--- config.mk ---
export PLATFORM = sky130hd
export DESIGN_NAME = max_pool_stream
export DESIGN_NICKNAME = d
export VERILOG_FILES = /design/src/rtl/pool_pkg.sv /design/src/rtl/max_pool_cmp.sv /design/src/rtl/max_pool_stream.sv
export SDC_FILE = /design/constraint.sdc
export NUM_CORES = 1
export LEC_CHECK = 0
export CAP_MARGIN = 20
export CORE_MARGIN = 2
export CORE_UTILIZATION = 48
export CTS_CLUSTER_SIZE = 24
export DETAILED_ROUTE_END_ITERATION = 6
export PLACE_DENSITY = 0.86
export SLEW_MARGIN = 15
export SYNTH_ARGS = -nofsm -noshare
export SYNTH_HDL_FRONTEND = slang
export SYNTH_SLANG_ARGS = --single-unit
--- constraint.sdc ---
create_clock -name clk -period 4.25 [get_ports clk]
set_input_delay 1.0625 -clock clk [delete_from_list [all_inputs] [get_ports clk]]
set_output_delay 1.0625 -clock clk [all_outputs]
set_load 0.005 [all_outputs]
--- src/rtl/pool_pkg.sv ---
// Shared types and arithmetic helpers for the streaming max-pool family.
// Helpers work on a 64-bit signed type, so element widths up to 64 bits are supported.
package pool_pkg;

  localparam int DATA_W_DEF = 32;
  localparam int CALC_W     = 64;

  typedef enum logic {
    ACCUM = 1'b0,
    HOLD  = 1'b1
  } state_e;

  typedef logic signed [CALC_W-1:0] calc_t;

  function automatic calc_t smax(input calc_t a, input calc_t b);
    return (a > b) ? a : b;
  endfunction

  function automatic calc_t relu(input calc_t x);
    return (x < 0) ? '0 : x;
  endfunction

endpackage

--- src/rtl/max_pool_cmp.sv ---
// Combinational signed two-input maximum with optional ReLU clamp on a second output.
// max_o is always the raw maximum; y_o is clamped at zero when relu_en is set.
module max_pool_cmp
  import pool_pkg::*;
#(
  parameter int DATA_W = DATA_W_DEF
) (
  input  logic signed [DATA_W-1:0] a_i,
  input  logic signed [DATA_W-1:0] b_i,
  input  logic                     relu_en,
  output logic signed [DATA_W-1:0] max_o,
  output logic signed [DATA_W-1:0] y_o
);

  calc_t max_w;

  // Operands are sign-extended before comparing, so the most-negative value orders correctly.
  always_comb begin
    max_w = smax(calc_t'(a_i), calc_t'(b_i));
    max_o = DATA_W'(max_w);
    y_o   = DATA_W'(relu_en ? relu(max_w) : max_w);
  end

endmodule

--- src/rtl/max_pool_stream.sv ---
// Streaming signed max-pool: reduces WIN*WIN handshaked elements to one registered maximum,
// optionally ReLU-clamped, with a zero-bubble handoff between consecutive windows.
module max_pool_stream
  import pool_pkg::*;
#(
  parameter  int DATA_W = DATA_W_DEF,
  parameter  int WIN    = 3,
  localparam int N      = WIN * WIN,
  localparam int CNT_W  = (N > 1) ? $clog2(N) : 1
) (
  input  logic                     clk,
  input  logic                     rst,
  input  logic                     win_clr,
  input  logic                     relu_en,
  input  logic signed [DATA_W-1:0] in_data,
  input  logic                     in_valid,
  output logic                     in_ready,
  output logic signed [DATA_W-1:0] out_data,
  output logic                     out_valid,
  input  logic                     out_ready,
  output logic [CNT_W-1:0]         elem_cnt
);

  localparam logic [CNT_W-1:0] LAST_IDX = CNT_W'(N - 1);

  state_e                   state_q, state_d;
  logic signed [DATA_W-1:0] acc_q, acc_d;
  logic signed [DATA_W-1:0] out_data_q, out_data_d;
  logic                     out_valid_q, out_valid_d;
  logic                     relu_q, relu_d;
  logic [CNT_W-1:0]         cnt_q, cnt_d;

  logic                     accept, first, last, relu_eff;
  logic signed [DATA_W-1:0] max_raw, pooled;

  // win_clr blocks acceptance so an aborted cycle can never start a new window.
  assign in_ready = !win_clr && ((state_q == ACCUM) || (state_q == HOLD && out_ready));
  assign accept   = in_valid && in_ready;
  assign first    = (cnt_q == '0);
  assign last     = (cnt_q == LAST_IDX);
  // The first element carries the mode for its own window, which matters when WIN=1.
  assign relu_eff = first ? relu_en : relu_q;

  max_pool_cmp #(.DATA_W(DATA_W)) u_cmp (
    .a_i     (in_data),
    .b_i     (first ? in_data : acc_q),
    .relu_en (relu_eff),
    .max_o   (max_raw),
    .y_o     (pooled)
  );

  // NOTE: every variable gets a hold default first, so no path through this block infers a latch.
  always_comb begin
    state_d     = state_q;
    acc_d       = acc_q;
    out_data_d  = out_data_q;
    out_valid_d = out_valid_q;
    relu_d      = relu_q;
    cnt_d       = cnt_q;

    if (win_clr) begin
      state_d     = ACCUM;
      cnt_d       = '0;
      out_valid_d = 1'b0;
    end else begin
      if (state_q == HOLD && out_ready) begin
        state_d     = ACCUM;
        out_valid_d = 1'b0;
      end
      if (accept) begin
        acc_d = max_raw;
        if (first) begin
          relu_d = relu_en;
        end
        if (last) begin
          state_d     = HOLD;
          out_valid_d = 1'b1;
          out_data_d  = pooled;
          cnt_d       = '0;
        end else begin
          cnt_d = cnt_q + 1'b1;
        end
      end
    end
  end

  // NOTE: state flops use non-blocking assignments so all registers update from pre-edge values.
  always_ff @(posedge clk or posedge rst) begin
    if (rst) begin
      state_q     <= ACCUM;
      acc_q       <= '0;
      out_data_q  <= '0;
      out_valid_q <= 1'b0;
      relu_q      <= 1'b0;
      cnt_q       <= '0;
    end else begin
      state_q     <= state_d;
      acc_q       <= acc_d;
      out_data_q  <= out_data_d;
      out_valid_q <= out_valid_d;
      relu_q      <= relu_d;
      cnt_q       <= cnt_d;
    end
  end

  assign out_data  = out_data_q;
  assign out_valid = out_valid_q;
  assign elem_cnt  = cnt_q;

endmodule

==> metrics.cfg <==
[run_status]
status = completed

[floorplan]
rows = 34
die_y_microns = 98.0
coreArea_sq_um = 8640
dieArea_sq_um = 9600
num_io_pins = 76
die_width_microns = 98.0
start_util_pct = 49.1

[sta]
finalSetupTns_ps = 0
hold_violations = 0
max_slew_margin_pct = 66.5
worst_slack_ps = 94.1
slew_violations = 0
period_share_pct = 97.8
finalSetupViolations = 0
fin_worst_skew_ps = 12.6
timing.fmax_ghz = 0.241
tightest_slew_ps = 502
post-route-min-period_ps = 4160

[worst_setup_path]
crit_fanout = 13
endpoint_kind = register
crit_type = register to register
cpPeakStageDelay_ps = 450
crit_required_ps = 4510
cp_num_buf_inv = 5
critPathTopFamily = simple AND/OR/NAND/NOR gates
crit_slowest_cell = dfrtp_2
startpoint_type = register
worstPathArrival_ps = 4420
crit_chain = inv_1, ha_1, nor2b_2, nor2b_4, buf_4, buf_12, mux2i_4, ha_1, a21o_1, nand3_1, a2111oi_0, or4_4, a211oi_4, buf_4, buf_6, or2_4, mux2_1, a22o_1

[synth]
avgSynthCellArea_sq_um = 11.3
ys.flop_type = dfrtp_1
synth_top_area_share_pct = 41.9
synthAdderAreaFrac_pct = 10.0
synth_nets = 448
ys_ff_latch = 71
synth_edf_count = 0
synth_warnings = 0
synth_seq_area_share_pct = 41.9
synth_top_family_by_area = multiplexers
synthesis.area_sq_um = 4240
synth_compound_area_share_pct = 13.8
synthXorXnorAreaFrac_pct = 0
synthMuxAreaShare_pct = 16.6
ys_types = 42
synth_top_area_cell = dfrtp_1
synthSimpleGateAreaFrac_pct = 13.6
ys_async_sr_fraction_pct = 100
synth_cells = 376
synth_area_leaders = dfrtp_1 42%, ha_1 10%, mux2_1 8.2%, mux2i_1 7.6%, a32o_1 7.1%

[final_layout]
mostFrequentLayoutCells = 75 x clkdlybuf4s50_1, 70 x dfrtp_1, 45 x nand2_1, 34 x ha_1, 31 x mux2_1
synthToLayoutAreaGrowth_pct = 33.5
n_antenna_cell = 0
num-fill-cells = 635
drive_above_1_share_pct = 16.7
final_common_cell = clkdlybuf4s50_1
final_nets = 546

[global_routing]
grt_use_total_pct = 22.3
grt_max_degree = 33
grt_pass1_vias = 3508
antenna_found_initial = 0
grt_pass1_wl_microns = 17100
overflow = 0

[clock_tree]
holdBufCountCts = 0
cts_buffer_depth = 2
clock-sinks = 71
cts_tree = yes
cts_root_buf = clkbuf_8
clk_pin_slew_ps = 90
cts_made_buffers = 9
h-tree-depth = 3
clock_latency_ps = 370

[place]
globalplace.congestion = 0.865
io_buffer_count = 75
dp_hpwl_microns = 7260
dp_slack_ps = -23.2

[power]
p_int_w = 0.00148
p_clk_share_pct = 28.1
comb_power_share_pct = 35.6
p_per_area_nw_per_um2 = 391
p_sw_share_pct = 32.9
irDropWorstVdd_uv = 287
p_switching_w = 0.000728
leakagePower_nw = 2.53
seq_power_share_pct = 36.2

[detailed_routing]
drtAntennaViolNets = 0
post-route-drc-count = 0
vias = 3567
drtIter0Drc = 199
via_per_inst = 6.09
routedWlPerCell_microns = 19.9
first_pass_iters = 4
drt_wl_total_microns = 11600

[run]
drv_cap = 0

[min_path]
hp-class = register to register

## synth_stat cells, types with 2 or more instances
cell type / count
a21oi_1: 12
or3_1: 30
o21ai_0: 6
o31ai_1: 3
clkbuf_1: 10
buf_6: 6
and4_1: 2
inv_1: 6
o21ai_1: 2
mux2_2: 3
a32o_1: 30
ha_1: 34
dfrtp_1: 71
mux2i_1: 32
nand2_1: 45
nand3_1: 7
nor2_1: 3
buf_2: 5
nor2b_1: 4
buf_4: 3
nand4_1: 6
and2_1: 2
nor4_2: 2
mux2_1: 31
a21o_1: 4
## logic make-up after synthesis
family / Yosys count
AND/OR/NAND/NOR: 107
flip-flops: 71
AO/OA/AOI/OAI: 68
multiplexers: 66
adder cells (fa/ha/maj): 34
buffers and inverters: 30
## layer usage
layer  routed length [microns]  GRT usage [%]
met4                       298           9.83
met2                      5730           37.2
met3                       756           4.29
met1                      4860           28.2
met5                         0              0
## power by group through the flow
stage / clock [W] / combinational, W / sequential (W)
6_report: 0.000622 / 0.000788 / 0.000801
5_1_grt: 0.000649 / 0.000857 / 0.000809
4_1_cts: 0.000619 / 0.000675 / 0.000794
3_5_place_dp: 0 / 0.000657 / 0.000807
3_3_place_gp: 0 / 0.000631 / 0.000801
2_1_floorplan: 0 / 0.000460 / 0.000797
## registers in the layout, summed over array words and instances (netlist names)
name	cells
acc_q	32
out_data	32
elem_cnt	4
state_q	1
relu_q	1
out_valid	1
## metrics by stage
step	std cells	utilization [%]	total power (W)	hold WS, ps	cell area [sq um]
floorplan	376	-	0.00126	449	4240
global placement	553	59.9	0.00143	469	5170
detailed placement	553	59.9	0.00146	480	5170
CTS	570	62.6	0.00209	497	5410
global route	586	65.5	0.00232	503	5660
finish	586	65.5	0.00221	495	5660
## area by class of cell
cell class	instances	area (sq um)	share of cell area, %
Clock buffer	10	138	2.43
Inverter	6	22.5	0.398
Timing Repair Buffer	111	1150	20.3
Multi-Input combinational cell	275	2350	41.6
Tap cell	108	135	2.39
Sequential cell	71	1780	31.4
Clock inverter	5	81.3	1.44
## path summary, 6_finish.rpt
check,slack (ps),startpoint,cells after the start,endpoint
max,90,elem_cnt[1],18,out_data[0]
min,490,out_data[29],1,out_data[29]
max reg2reg,90,elem_cnt[1],18,out_data[0]
min reg2reg,490,out_data[29],1,out_data[29]
max in group asynchronous,2420,rst,3,elem_cnt[1]
min in group asynchronous,1050,rst,2,acc_q[14]
## timing repair
item                                    CTS  global route
gates resized for setup                   1            20
cloned                                    0             4
endpoints found under the setup margin   18            63
setup buffers                             2            12
pin swaps                                 1             3
## worst reg2reg max path, stage by stage (launching register included)
cell       delay [ps]
dfrtp_2           450
inv_1              90
ha_1              170
nor2b_2           180
nor2b_4           170
buf_4             150
buf_12            150
mux2i_4           240
ha_1              280
a21o_1            220
nand3_1           100
a2111oi_0         100
or4_4             440
a211oi_4          300
buf_4             180
buf_6             140
or2_4             160
mux2_1            340
a22o_1            200
Power figures use the tool's default switching activity.
